<file path="src/rtl/warp_scheduler_pkg.sv">
`default_nettype none
// ============================================================================
// Module      : warp_scheduler_pkg
// Description : Kernel descriptor, idle descriptor and per-core state encoding
// Revision    : 1.0
// ============================================================================
package warp_scheduler_pkg;

    typedef struct packed {
        logic [3:0]  warp_id;
        logic [7:0]  thread_count;
        logic [31:0] start_pc;
    } kernel_t;

    // Driven onto a core's kernel_in whenever it has no warp assigned
    localparam kernel_t IDLE_KERNEL = '{warp_id: 4'hF, thread_count: 8'd0, start_pc: 32'd0};

    typedef enum logic [1:0] {
        IDLE      = 2'd0,
        DISPATCH  = 2'd1,
        RUN       = 2'd2,
        DONE_PEND = 2'd3
    } core_state_e;

endpackage
`default_nettype wire

</file>
<file path="src/rtl/warp_scheduler_launch_fifo.sv">
`default_nettype none
// ============================================================================
// Module      : warp_scheduler_launch_fifo
// Description : Synchronous FIFO of kernel launches with occupancy count
// Revision    : 1.0
// ============================================================================
module warp_scheduler_launch_fifo
    import warp_scheduler_pkg::*;
#(
    parameter int DEPTH = 8
) (
    input  logic                   clk,
    input  logic                   rst,
    input  logic                   i_push,
    input  kernel_t                i_data,
    input  logic                   i_pop,
    output kernel_t                o_head,
    output logic                   o_full,
    output logic                   o_empty,
    output logic [$clog2(DEPTH):0] o_count
);

    localparam int c_PTR_W = $clog2(DEPTH);

    kernel_t              r_mem [DEPTH];
    logic [c_PTR_W-1:0]   r_wr_ptr;
    logic [c_PTR_W-1:0]   r_rd_ptr;
    logic [c_PTR_W:0]     r_count;
    logic                 w_push;

    // Full is a function of the registered count only, so a pop in the
    // same cycle never makes room for a push into a full queue.
    assign o_full  = (r_count == (c_PTR_W + 1)'(DEPTH));
    assign o_empty = (r_count == '0);
    assign o_count = r_count;
    assign o_head  = r_mem[r_rd_ptr];
    assign w_push  = i_push && !o_full;

    always_ff @(posedge clk) begin
        if (w_push) begin
            r_mem[r_wr_ptr] <= i_data;
        end
    end

    always_ff @(posedge clk) begin
        if (rst) begin
            r_wr_ptr <= '0;
            r_rd_ptr <= '0;
            r_count  <= '0;
        end else begin
            if (w_push) begin
                r_wr_ptr <= r_wr_ptr + c_PTR_W'(1);
            end
            if (i_pop) begin
                r_rd_ptr <= r_rd_ptr + c_PTR_W'(1);
            end
            case ({w_push, i_pop})
                2'b10:   r_count <= r_count + (c_PTR_W + 1)'(1);
                2'b01:   r_count <= r_count - (c_PTR_W + 1)'(1);
                default: r_count <= r_count;
            endcase
        end
    end

endmodule
`default_nettype wire

</file>
<file path="src/rtl/warp_scheduler.sv">
`default_nettype none
// ============================================================================
// Module      : warp_scheduler
// Description : Queues kernel launches, dispatches round-robin to idle SIMD
//               cores, reports completions. Option: WARP_SCHED_TIMEOUT_EN.
// Revision    : 1.0
// ============================================================================
module warp_scheduler
    import warp_scheduler_pkg::*;
#(
    parameter int NUM_CORES      = 2,
    parameter int QUEUE_DEPTH    = 8,
    parameter int TIMEOUT_CYCLES = 4096
) (
    input  logic                                        clk,
    input  logic                                        rst,
    input  logic                                        launch_valid,
    output logic                                        launch_ready,
    input  kernel_t                                     launch_kernel,
    output kernel_t [NUM_CORES-1:0]                     core_kernel,
    output logic    [NUM_CORES-1:0]                     core_start,
    input  logic    [NUM_CORES-1:0]                     core_finished,
    input  logic    [NUM_CORES-1:0][3:0]                core_finished_warp_id,
    output logic                                        done_valid,
    output logic    [3:0]                               done_warp_id,
    output logic    [((NUM_CORES > 1) ? $clog2(NUM_CORES) : 1)-1:0] done_core,
`ifdef WARP_SCHED_TIMEOUT_EN
    output logic                                        done_timeout,
`endif
    output logic    [$clog2(QUEUE_DEPTH):0]             queue_count,
    output logic                                        busy,
    output logic                                        err_zero_thread,
    output logic                                        err_id_mismatch
);

    localparam int c_CORE_W = (NUM_CORES > 1) ? $clog2(NUM_CORES) : 1;

    kernel_t               w_head;
    logic                  w_empty;
    logic                  w_full;
    logic                  w_zero_head;
    logic                  w_dispatch;
    logic                  w_pop;
    logic                  w_sel_valid;
    logic                  w_rep_valid;
    logic [c_CORE_W-1:0]   w_sel_idx;
    logic [c_CORE_W-1:0]   w_rep_idx;
    logic [c_CORE_W-1:0]   w_cand;
    logic [c_CORE_W-1:0]   r_rr;
    logic [NUM_CORES-1:0]  w_idle;
    logic [NUM_CORES-1:0]  w_pend;
    logic [NUM_CORES-1:0]  w_sel_vec;
    logic [NUM_CORES-1:0]  w_grant_vec;
    logic [NUM_CORES-1:0]  w_mismatch;
`ifdef WARP_SCHED_TIMEOUT_EN
    logic [NUM_CORES-1:0]  w_timed_out;
`endif

    warp_scheduler_launch_fifo #(
        .DEPTH (QUEUE_DEPTH)
    ) u_launch_fifo (
        .clk     (clk),
        .rst     (rst),
        .i_push  (launch_valid),
        .i_data  (launch_kernel),
        .i_pop   (w_pop),
        .o_head  (w_head),
        .o_full  (w_full),
        .o_empty (w_empty),
        .o_count (queue_count)
    );

    assign launch_ready = !w_full;

    // First idle core at or after the round-robin pointer
    always_comb begin
        w_sel_valid = 1'b0;
        w_sel_idx   = '0;
        w_cand      = '0;
        for (int k = 0; k < NUM_CORES; k++) begin
            w_cand = c_CORE_W'((int'(r_rr) + k) % NUM_CORES);
            if (!w_sel_valid && w_idle[w_cand]) begin
                w_sel_valid = 1'b1;
                w_sel_idx   = w_cand;
            end
        end
    end

    // A zero-thread head is discarded and uses up this cycle's single pop
    assign w_zero_head = !w_empty && (w_head.thread_count == '0);
    assign w_dispatch  = !w_empty && !w_zero_head && w_sel_valid;
    assign w_pop       = w_zero_head || w_dispatch;
    assign w_sel_vec   = w_dispatch ? (NUM_CORES'(1) << w_sel_idx) : '0;

    always_comb begin
        w_rep_valid = 1'b0;
        w_rep_idx   = '0;
        for (int i = NUM_CORES - 1; i >= 0; i--) begin
            if (w_pend[i]) begin
                w_rep_valid = 1'b1;
                w_rep_idx   = c_CORE_W'(i);
            end
        end
    end

    assign w_grant_vec = w_rep_valid ? (NUM_CORES'(1) << w_rep_idx) : '0;
    assign busy        = !w_empty || !(&w_idle);

    always_ff @(posedge clk) begin
        if (rst) begin
            r_rr            <= '0;
            done_valid      <= 1'b0;
            done_warp_id    <= '0;
            done_core       <= '0;
            err_zero_thread <= 1'b0;
            err_id_mismatch <= 1'b0;
`ifdef WARP_SCHED_TIMEOUT_EN
            done_timeout    <= 1'b0;
`endif
        end else begin
            if (w_dispatch) begin
                r_rr <= (w_sel_idx == c_CORE_W'(NUM_CORES - 1)) ? '0 : w_sel_idx + c_CORE_W'(1);
            end
            done_valid <= w_rep_valid;
            if (w_rep_valid) begin
                done_warp_id <= core_kernel[w_rep_idx].warp_id;
                done_core    <= w_rep_idx;
            end
`ifdef WARP_SCHED_TIMEOUT_EN
            done_timeout <= w_rep_valid && w_timed_out[w_rep_idx];
`endif
            err_zero_thread <= err_zero_thread | w_zero_head;
            err_id_mismatch <= err_id_mismatch | (|w_mismatch);
        end
    end

    for (genvar i = 0; i < NUM_CORES; i++) begin : g_core
        core_state_e r_state;
        core_state_e w_state_next;
        kernel_t     r_kernel;
        logic        r_first_run;
        logic        w_finish;
        logic        w_run_end;

        // The core's finish flag is not trusted in its first RUN cycle
        assign w_finish      = (r_state == RUN) && !r_first_run && core_finished[i];
        assign w_mismatch[i] = w_finish && (core_finished_warp_id[i] != r_kernel.warp_id);
        assign w_idle[i]     = (r_state == IDLE);
        assign w_pend[i]     = (r_state == DONE_PEND);
        assign core_start[i] = (r_state == DISPATCH);
        assign core_kernel[i] = r_kernel;

`ifdef WARP_SCHED_TIMEOUT_EN
        localparam int c_TMR_W = $clog2(TIMEOUT_CYCLES + 1);
        logic [c_TMR_W-1:0] r_timer;
        logic               r_timeout;
        logic               w_expire;

        assign w_expire       = (r_state == RUN) && (r_timer == c_TMR_W'(TIMEOUT_CYCLES - 1));
        assign w_run_end      = w_finish || w_expire;
        assign w_timed_out[i] = r_timeout;

        always_ff @(posedge clk) begin
            if (rst) begin
                r_timer   <= '0;
                r_timeout <= 1'b0;
            end else if (r_state == DISPATCH) begin
                r_timer   <= '0;
                r_timeout <= 1'b0;
            end else if (r_state == RUN) begin
                r_timer <= r_timer + c_TMR_W'(1);
                if (w_expire && !w_finish) begin
                    r_timeout <= 1'b1;
                end
            end
        end
`else
        assign w_run_end = w_finish;
`endif

        always_comb begin
            w_state_next = r_state;
            case (r_state)
                IDLE:      if (w_sel_vec[i]) w_state_next = DISPATCH;
                DISPATCH:  w_state_next = RUN;
                RUN:       if (w_run_end) w_state_next = DONE_PEND;
                DONE_PEND: if (w_grant_vec[i]) w_state_next = IDLE;
                default:   w_state_next = IDLE;
            endcase
        end

        always_ff @(posedge clk) begin
            if (rst) begin
                r_state     <= IDLE;
                r_kernel    <= IDLE_KERNEL;
                r_first_run <= 1'b0;
            end else begin
                r_state     <= w_state_next;
                r_first_run <= (r_state == DISPATCH);
                if (w_sel_vec[i]) begin
                    r_kernel <= w_head;
                end else if (w_pend[i] && w_grant_vec[i]) begin
                    r_kernel <= IDLE_KERNEL;
                end
            end
        end
    end

endmodule
`default_nettype wire

</file>
<file path="config.mk">
export PLATFORM = sky130hd
export DESIGN_NAME = warp_scheduler
export DESIGN_NICKNAME = d
export VERILOG_FILES = /design/src/rtl/warp_scheduler_pkg.sv /design/src/rtl/warp_scheduler_launch_fifo.sv /design/src/rtl/warp_scheduler.sv
export SDC_FILE = /design/constraint.sdc
export NUM_CORES = 1
export LEC_CHECK = 0
export BUFFER_PORTS_ARGS = -buffer_cell sky130_fd_sc_hd__buf_4
export CAP_MARGIN = 20
export CORE_MARGIN = 1
export CORE_UTILIZATION = 40
export CTS_CLUSTER_DIAMETER = 40
export CTS_CLUSTER_SIZE = 30
export DETAILED_ROUTE_END_ITERATION = 10
export GPL_TIMING_DRIVEN = 1
export HOLD_SLACK_MARGIN = 0.08
export SYNTH_ARGS = -nofsm -noshare
export SYNTH_HDL_FRONTEND = slang
export SYNTH_SLANG_ARGS = --single-unit
</file>
<file path="constraint.sdc">
create_clock -name clk -period 5.8 [get_ports clk]
set_input_delay 0.87 -clock clk [delete_from_list [all_inputs] [get_ports clk]]
set_output_delay 0.87 -clock clk [all_outputs]
set_load 0.005 [all_outputs]
</file>
Word level (Yosys, flattened, before mapping). Memory sizes are Yosys's and may differ from the RTL's. A register that Yosys moved wholly into a read port is not among the register bits. Index checks and enable logic that the tools add are counted.

Multiplexer cells: 33. $add $sub $neg: 6. Eq/ne operators: 17. $lt $le $gt $ge: 3. Bitwise gates (word level): 2. Reduce and logical (&&, ||, !) cells: 33. Shift operators: 2.

Operators with widths (number): $mux 44 (6); $mux 2 (8); $pmux 2 s4 (2); $mux 1 (14); $logic_and 1x1->1 (13); $eq 2x2->1 const B (5); $logic_not 8->1 (1); $ne 2x1->1 const B (4); $ne 4x4->1 (2); $pmux 4 s2 (1); $logic_not 1->1 (7); $add 3x1->3 const B (2); $eq 2x1->1 const B (3); $lt 1x2->1 const B (3); $mux 3 (2); $reduce_and 3->1 (2); $reduce_bool 2->1 (3); $add 4x1->4 const B (1); $eq 4x4->1 const B (1); $logic_not 2->1 (2); $logic_not 4->1 (1); $ne 2x2->1 const B (2); $shl 1x1->2 const A (2); $sub 4x1->4 const B (1); 5 further kinds (8).

Register bits: 113. Bits in writable memories: 352. Word-level logic and storage cells: 116. Input bits: 57. Memories kept: 1. Output and inout bits: 104.

Memory list: u_launch_fifo.r_mem (depth 8, bits a word 44, read ports 1, clocked after memory_dff 1, write ports 1, RTL line warp_scheduler_launch_fifo.sv:25) `kernel_t r_mem [DEPTH];`.

Logic depth before layout (Yosys ltp). Gate-level depths: netlist of run 1.

Depth in word-level cells: 11. Mapped depth: 15. Gate-level depth less buffers: 12.

Cells and area by module. Synthesis of run 1 repeated with hierarchy kept, for this count alone.

Cells, all modules: 1084. Area total of the unflattened synthesis: 18212.5 sq um.

By module, submodules not included: warp_scheduler_launch_fifo (area each 13888.3 sq um, seq. area each 10830.4 sq um, cells each 581, instances 1); warp_scheduler (area each 4324.1 sq um, seq. area each 2062.0 sq um, cells each 503, instances 1).

Worst setup path before layout of run 1. Ideal clock, no wire load.

Path type: input to register. Start point: input launch_valid. End point: memory u_launch_fifo.r_mem[0][0] (netlist bit) (enable). Path buffers: 0. Setup time: 0.555 ns. Stages: 2. Required time: 5.245 ns. Path slack: 0.033 ns. Arrival: 5.213 ns. Path through: nand2_1 -> nor4_1.

Word-level cells in the longest chain between the ends: 3.

RTL lines: from (decl) (RTL line warp_scheduler.sv:17) `input logic launch_valid,`; $logic_and 1x1->1 (RTL line warp_scheduler_launch_fifo.sv:37) `assign w_push = i_push && !o_full;`; $mux 1 (RTL line warp_scheduler_launch_fifo.sv:40) `if (w_push) begin`; $mux 1 (implied by the code) (RTL line warp_scheduler_launch_fifo.sv:41) `r_mem[r_wr_ptr] <= i_data;`; to (decl) (RTL line warp_scheduler_launch_fifo.sv:25).

No other way between the ends.

==> qor.csv, run 1 <==
stage;metric;value;unit
run_status;run_status;completed;
timing;finalCritPeriodShare;71.4;%
global_routing;grt-busiest-layer;met2;
hold_path;hold_class;flip-flop to flip-flop;
synth;yosysSeqAreaShare;70.6;%
timing;worstMarginPinSlew;1090;ps
placed_design;numPortBuffers;160;
finish;nFillCells;3704;
synth;synth_edf_count;352;
clock_network;cts_tree;built;
clock_network;numClockSinks;468;
timing;setup_viol;0;
die;die_y;216;µm
hold_path;whs_path_depth;2;
timing;min_period;4140;ps
global_routing;gr-usage-all-layers;16.9;%
synth;syn-num-nets;1152;
die;ios;161;
synth;synth_area;18300;µm²
die;die_w;216;µm
critical_path;endpoint_kind;flip-flop;
synth;ys_warn_count;0;
detailed_routing;drt_iter0_markers;454;
run;max_cap_viol_count;0;
synth;synth_top_area_share;57.9;%
synth;ys_ff_latch;468;
critical_path;critPathArrivalTime;4620;ps
finish;final_util;50.6;%
hold_path;hold_path_startpoint;core_kernel[19];
timing;clock_skew;35.9;ps
finish;drive_gt1_share;37.1;%
detailed_routing;vias;9784;
detailed_routing;dr.pass1.iters;5;
clock_network;clk_path_buf_depth;3;
die;coreArea;44600;µm²
critical_path;r2r_end;u_launch_fifo.o_count[3];
global_routing;grt_start_max_net_pins;58;
critical_path;max_stage_delay;1010;ps
critical_path;path_buf_inv;0;
critical_path;path_cells;mux4_2, mux2i_1, nand4_1, o21ai_1, and2_1, ha_1, ha_1, a21o_1, a21oi_1, xnor2_1, or3_1, a21oi_1;
timing;drv_slew;0;
global_routing;use_met2;28.0;%
clock_network;cts_hold_buf;0;
timing;fmax;241;MHz
clock_network;post_cts_buffers;0;
critical_path;critPathTopFamily;flip-flops;
die;num_rows;77;
global_routing;grt_pass1_vias;9882;
critical_path;r2r_setup_slack;1660;ps
synth;synth_top_area_cell;edfxtp_1;
placed_design;pre_cts_ws;1640;ps
global_routing;grt_overflow;0;
placed_design;place_area;20200;µm²
timing;rsz0062_at_grt;no;
timing;layout_setup_ws;1660;ps
placed_design;post-dp-hpwl;22800;µm
power_and_ir_drop;leakage;7.70;nW
global_routing;antenna_found_initial;2;
die;dieArea;46500;µm²
synth;synth_common_cells;352 x edfxtp_1, 116 x dfxtp_1, 88 x mux4_2;
global_routing;grt.met1_usage;22.1;%
detailed_routing;vias_per_cell;5.12;
synth;ys.flop_type;edfxtp_1;
clock_network;h-tree-depth;3;
synth;yosys.cell_types.count;47;
power_and_ir_drop;vdd_drop_max;0.274;mV
global_routing;grt_use_met3;3.44;%
timing;whs;487;ps
timing;max-slew-margin-rel;27.1;%
critical_path;cp-start-kind;flip-flop;
synth;syn_area_per_cell;16.9;µm²
synth;syn_inst;1079;
placed_design;place.gp.congestion;0.718;
die;start_util;41.0;%
synth;synthTopCellsByArea;edfxtp_1 58%, dfxtp_1 13%, mux4_2 11%, mux2i_1 2.8%, mux2_2 2.1%;
critical_path;crit_required;6280;ps
detailed_routing;ant_nets;0;
global_routing;grt_pass1_wl;59200;µm
finish;final_nets;1336;
critical_path;worstSetupPathType;flip-flop to flip-flop;
clock_network;cts_resized;0;
finish;syn_to_final_growth;23.5;%
critical_path;reg2reg_depth;12;
synth;async_flop_share;0;%
power_and_ir_drop;powerDensity;501;nW/µm²
clock_network;clk_latency;590;ps
synth;synth_most_common_cell;edfxtp_1;
clock_network;cts_made_buffers;67;
timing;finalSetupTns;0;ps
hold_path;hold_path_end;core_kernel[19];
critical_path;path_max_fanout;52;
timing;finalHoldViolCount;0;
detailed_routing;drc_errors;0;
clock_network;clk_pin_slew;60;ps
detailed_routing;routed_wl;39100;µm
clock_network;clockRootBuffer;clkbuf_16;
critical_path;crit_path_top_delay_cell;dfxtp_4;
finish;finalInstanceArea;22600;µm²
detailed_routing;wl_per_cell;20.5;µm
[layout by cell type, fill, tap and decap left out, drive strengths merged, types with 11 or more instances in the layout]
cell type and count:
nand3b 40, clkbuf 72, a21oi 51, or2 40, mux4 88, nand2 58
nor2 69, nor3 11, dfxtp 116, buf 179, ha 15, inv 29
mux2 46, clkinv 28, edfxtp 352, mux2i 52
[state kept, by name, indices dropped and copies added (netlist names), 2 cells and up, named ones only]
register and flops:
core_kernel 88, done_warp_id 4, g_core.r_first_run 2, g_core.r_state 4, u_launch_fifo.o_count 4, u_launch_fifo.r_mem 352
u_launch_fifo.r_rd_ptr 3, u_launch_fifo.r_wr_ptr 3
[final cells by class]
| cell class | instances | area (µm²) | share of cell area, % |
|---|---|---|---|
| Antenna cell | 2 | 5.00 | 0.0222 |
| Timing Repair Buffer | 179 | 1370 | 6.08 |
| Tap cell | 592 | 741 | 3.28 |
| Sequential cell | 468 | 12900 | 57.2 |
| Clock buffer | 72 | 1760 | 7.79 |
| Inverter | 12 | 45.0 | 0.200 |
| Multi-Input combinational cell | 535 | 5120 | 22.7 |
| Clock inverter | 52 | 614 | 2.72 |
[worst min-delay path, delay by kind of cell (launching register included)]
kind | cells | cell delay, ps
flops | 1 | 300
simple gates | 1 | 80
compound gates | 1 | 60
[where the power goes]
part           leakage [nW]  switching (mW)  internal [mW]
clock                  1.16            1.62           2.52
combinational          2.39            1.25           1.49
sequential             4.15           0.361           4.05
total                  7.70            3.24           8.06
[layer usage]
layer | share of wire, % | up-vias
met5 | 0.033 | -
met4 | 1.9 | 2
met3 | 4.6 | 58
met2 | 49 | 215
met1 | 44 | 4981
li1 | - | 4528
[cells by family after synthesis]
family	synth area share (%)
and+or+nand+nor	6.94
buffers and inverters	1.81
xor gates and xnor gates	0.623
muxes	16.7
DFF	70.6
adders and majority gates	1.14
AOI/OAI and AO/OA	2.18
[per-stage QoR]
| stage | total power [mW] | std cells |
|---|---|---|
| after global routing | 11.9 | 1910 |
| after CTS | 11.5 | 1909 |
| after detailed placement | 7.28 | 1785 |
| after floorplan | 6.24 | 1079 |
| after global placement | 7.24 | 1785 |
| final | 11.3 | 1912 |
[worst max-delay path by stage]
stage	depth (start not counted)	to	slack, ps
final	12	u_launch_fifo.o_count[3]	1660
after CTS	12	u_launch_fifo.o_count[3]	1610
after global routing	12	u_launch_fifo.o_count[3]	1390
after global placement	12	u_launch_fifo.o_count[3]	1680
after detailed placement	12	u_launch_fifo.o_count[3]	1640
after floorplan	2	u_launch_fifo.r_mem[0][0]	30
Note: power is estimated with default switching activity, not from simulation.
==> run 2, diff against run 1 <==
==> constraint.sdc (replaced) <==
create_clock -name clk -period 3.8 [get_ports clk]
set_input_delay 0.57 -clock clk [delete_from_list [all_inputs] [get_ports clk]]
set_output_delay 0.57 -clock clk [all_outputs]
set_load 0.005 [all_outputs]
==> qor.csv, run 2 (synthesized netlist as in run 1, its figures left out) <==
stage;metric;value;unit;change
clock_network;clk_latency;570;ps;-20 ps
clock_network;clockRootBuffer;clkbuf_16;;
power_and_ir_drop;powerDensity;763;nW/µm²;+52%
finish;stdcell_count;1922;;+0.52%
critical_path;endpoint_kind;flip-flop;;
finish;nFillCells;3697;;-0.19%
global_routing;grt_overflow;0;;unchanged
detailed_routing;vias_per_cell;5.13;;+0.31%
timing;rsz0062_at_grt;no;;
die;ios;161;;unchanged
power_and_ir_drop;vdd_drop_max;0.436;mV;+59%
die;start_util;41.0;%;unchanged
power_and_ir_drop;switching_share;28.2;%;-0.48 points
global_routing;grt_pass1_wl;61200;µm;+3.4%
timing;finalCritPeriodShare;93.9;%;+22 points
power_and_ir_drop;leakage;7.73;nW;+0.45%
clock_network;clk_pin_slew;60;ps;about the same
timing;whs;228;ps;-259 ps
die;die_y;216;µm;unchanged
global_routing;gr-usage-all-layers;17.5;%;+0.61 points
power_and_ir_drop;clkPwrFrac;36.1;%;-0.6 points
placed_design;place_area;20300;µm²;+0.67%
timing;clock_skew;20.6;ps;-15.3 ps
finish;finalInstanceArea;22600;µm²;+0.23%
power_and_ir_drop;p_sw;4.86;mW;+50%
detailed_routing;drc_errors;0;;unchanged
critical_path;path_cells;buf_8, mux4_2, mux2i_1, nand4_1, o21ai_1, and2_1, ha_1, ha_1, a21o_1, a21oi_1, xnor2_1, or3_1, a21oi_1;;
finish;final-seq-area;12900;µm²;unchanged
clock_network;cts_tree;built;;
clock_network;clk_path_buf_depth;3;;unchanged
finish;final_nets;1351;;+1.1%
finish;layout_common_cells;352 x edfxtp_1, 192 x buf_4, 113 x dfxtp_1;;
clock_network;numClockSinks;468;;unchanged
die;num_rows;77;;unchanged
finish;top_register;u_launch_fifo.r_mem;;
detailed_routing;drt_iter0_markers;618;;+36%
critical_path;crit_required;4290;ps;-1990 ps
critical_path;max_stage_delay;520;ps;-490 ps
critical_path;crit_path_top_delay_cell;dfxtp_4;;
timing;drv_slew;0;;unchanged
placed_design;place.gp.congestion;0.714;;-0.53%
timing;max-slew-margin-rel;37.7;%;+11 points
timing;fmax;280;MHz;+16%
global_routing;grt_pass1_vias;10100;;+1.7%
timing;setup_viol;0;;unchanged
finish;drive_gt1_share;37.4;%;+0.27 points
global_routing;grt_start_max_net_pins;57;;-1.7%
detailed_routing;vias;9866;;+0.84%
timing;finalHoldViolCount;0;;unchanged
finish;syn_to_final_growth;23.8;%;
finish;num_antenna_cells;0;;-2
clock_network;cts_hold_buf;0;;unchanged
finish;multiInputGateArea;5130;µm²;+0.29%
run;max_cap_viol_count;0;;unchanged
timing;min_period;3570;ps;-575 ps
critical_path;reg2reg_depth;13;;+1
critical_path;worstSetupPathType;flip-flop to flip-flop;;
clock_network;cts_made_buffers;66;;-1.5%
clock_network;cts_resized;0;;unchanged
global_routing;antenna_found_initial;2;;unchanged
critical_path;path_max_fanout;12;;-77%
die;dieArea;46500;µm²;unchanged
detailed_routing;dr.pass1.iters;4;;-1
finish;largest_reg_flops;352;;unchanged
die;die_w;216;µm;unchanged
power_and_ir_drop;p_comb_share;25.6;%;+1.3 points
hold_path;whs_path_depth;1;;-1
clock_network;h-tree-depth;3;;unchanged
run_status;run_status;completed;;
critical_path;critPathArrivalTime;4060;ps;-560 ps
placed_design;dp.cells;1801;;+0.90%
critical_path;cp-start-kind;flip-flop;;
detailed_routing;routed_wl;40200;µm;+2.8%
detailed_routing;wl_per_cell;20.9;µm;+2.2%
power_and_ir_drop;internal-power;12.4;mW;+54%
power_and_ir_drop;pwr-share-seq;38.3;%;-0.8 points
placed_design;numPortBuffers;160;;unchanged
hold_path;hold_class;input pin to flip-flop;;
finish;final_common_cell;edfxtp_1;;
detailed_routing;ant_nets;0;;unchanged
timing;worstMarginPinSlew;935;ps;-153 ps
placed_design;post-dp-hpwl;23500;µm;+3.1%
die;coreArea;44600;µm²;unchanged
==> run 2: per-stage QoR <==
step	total power [mW]	utilization (%)	setup slack, ps	TNS [ps]
after floorplan	9.53	-	-615	-81210
after global placement	11.1	45.5	235	0
after detailed placement	11.2	45.5	203	0
after CTS	17.5	50.7	182	0
after global routing	18.1	50.7	13.4	0
final	17.3	50.7	231	0
==> run 2: worst max-delay path: cells and delay by family, from the launching register on <==
kind | cells | cell delay (ps)
adder cells (fa/ha/maj) | 2 | 470
buffers and inverters | 1 | 210
multiplexers | 2 | 760
flip-flops | 1 | 520
AND/OR/NAND/NOR | 3 | 720
XOR/XNOR | 1 | 90
AO/OA/AOI/OAI | 4 | 710
==> run 2: final cells by class <==
type                            instances  area share [%]
Sequential cell                       468            57.1
Multi-Input combinational cell        535            22.7
Clock buffer                           73            7.89
Timing Repair Buffer                  195            6.62
Tap cell                              592            3.28
Clock inverter                         47            2.24
Inverter                               12           0.199
==> run 2: repair_timing <==
item	in CTS	in global routing
endpoints found under the setup margin	0	1
endpoints found under the hold margin	0	0
setup buffers	0	1
==> run 2: power by group through the flow <==
stage / sequential (mW) / combinational, mW / clock [mW]
after floorplan: 6.62 / 2.91 / 0
after global placement: 6.71 / 4.41 / 0
after detailed placement: 6.73 / 4.46 / 0
after CTS: 6.64 / 4.48 / 6.37
after global routing: 6.69 / 4.84 / 6.59
final: 6.61 / 4.41 / 6.24
==> run 2: path summary, 6_finish.rpt <==
check | startpoint | slack (ps) | to
worst max-delay path | flip-flop | 230 | u_launch_fifo.o_count[3]
worst min-delay path | launch_kernel[5] | 230 | u_launch_fifo.r_mem[5][5]
worst max register to register | flip-flop | 230 | u_launch_fifo.o_count[3]
worst min register to register | err_zero_thread | 480 | err_zero_thread
==> run 2: per-layer routing <==
metal | up-vias | global-route usage (%) | routed length (µm)
met5 | - | 0 | 23
met4 | 4 | 5.56 | 820
met3 | 69 | 3.79 | 2060
met2 | 245 | 28.2 | 19600
met1 | 5003 | 23.8 | 17700
li1 | 4545 | - | -
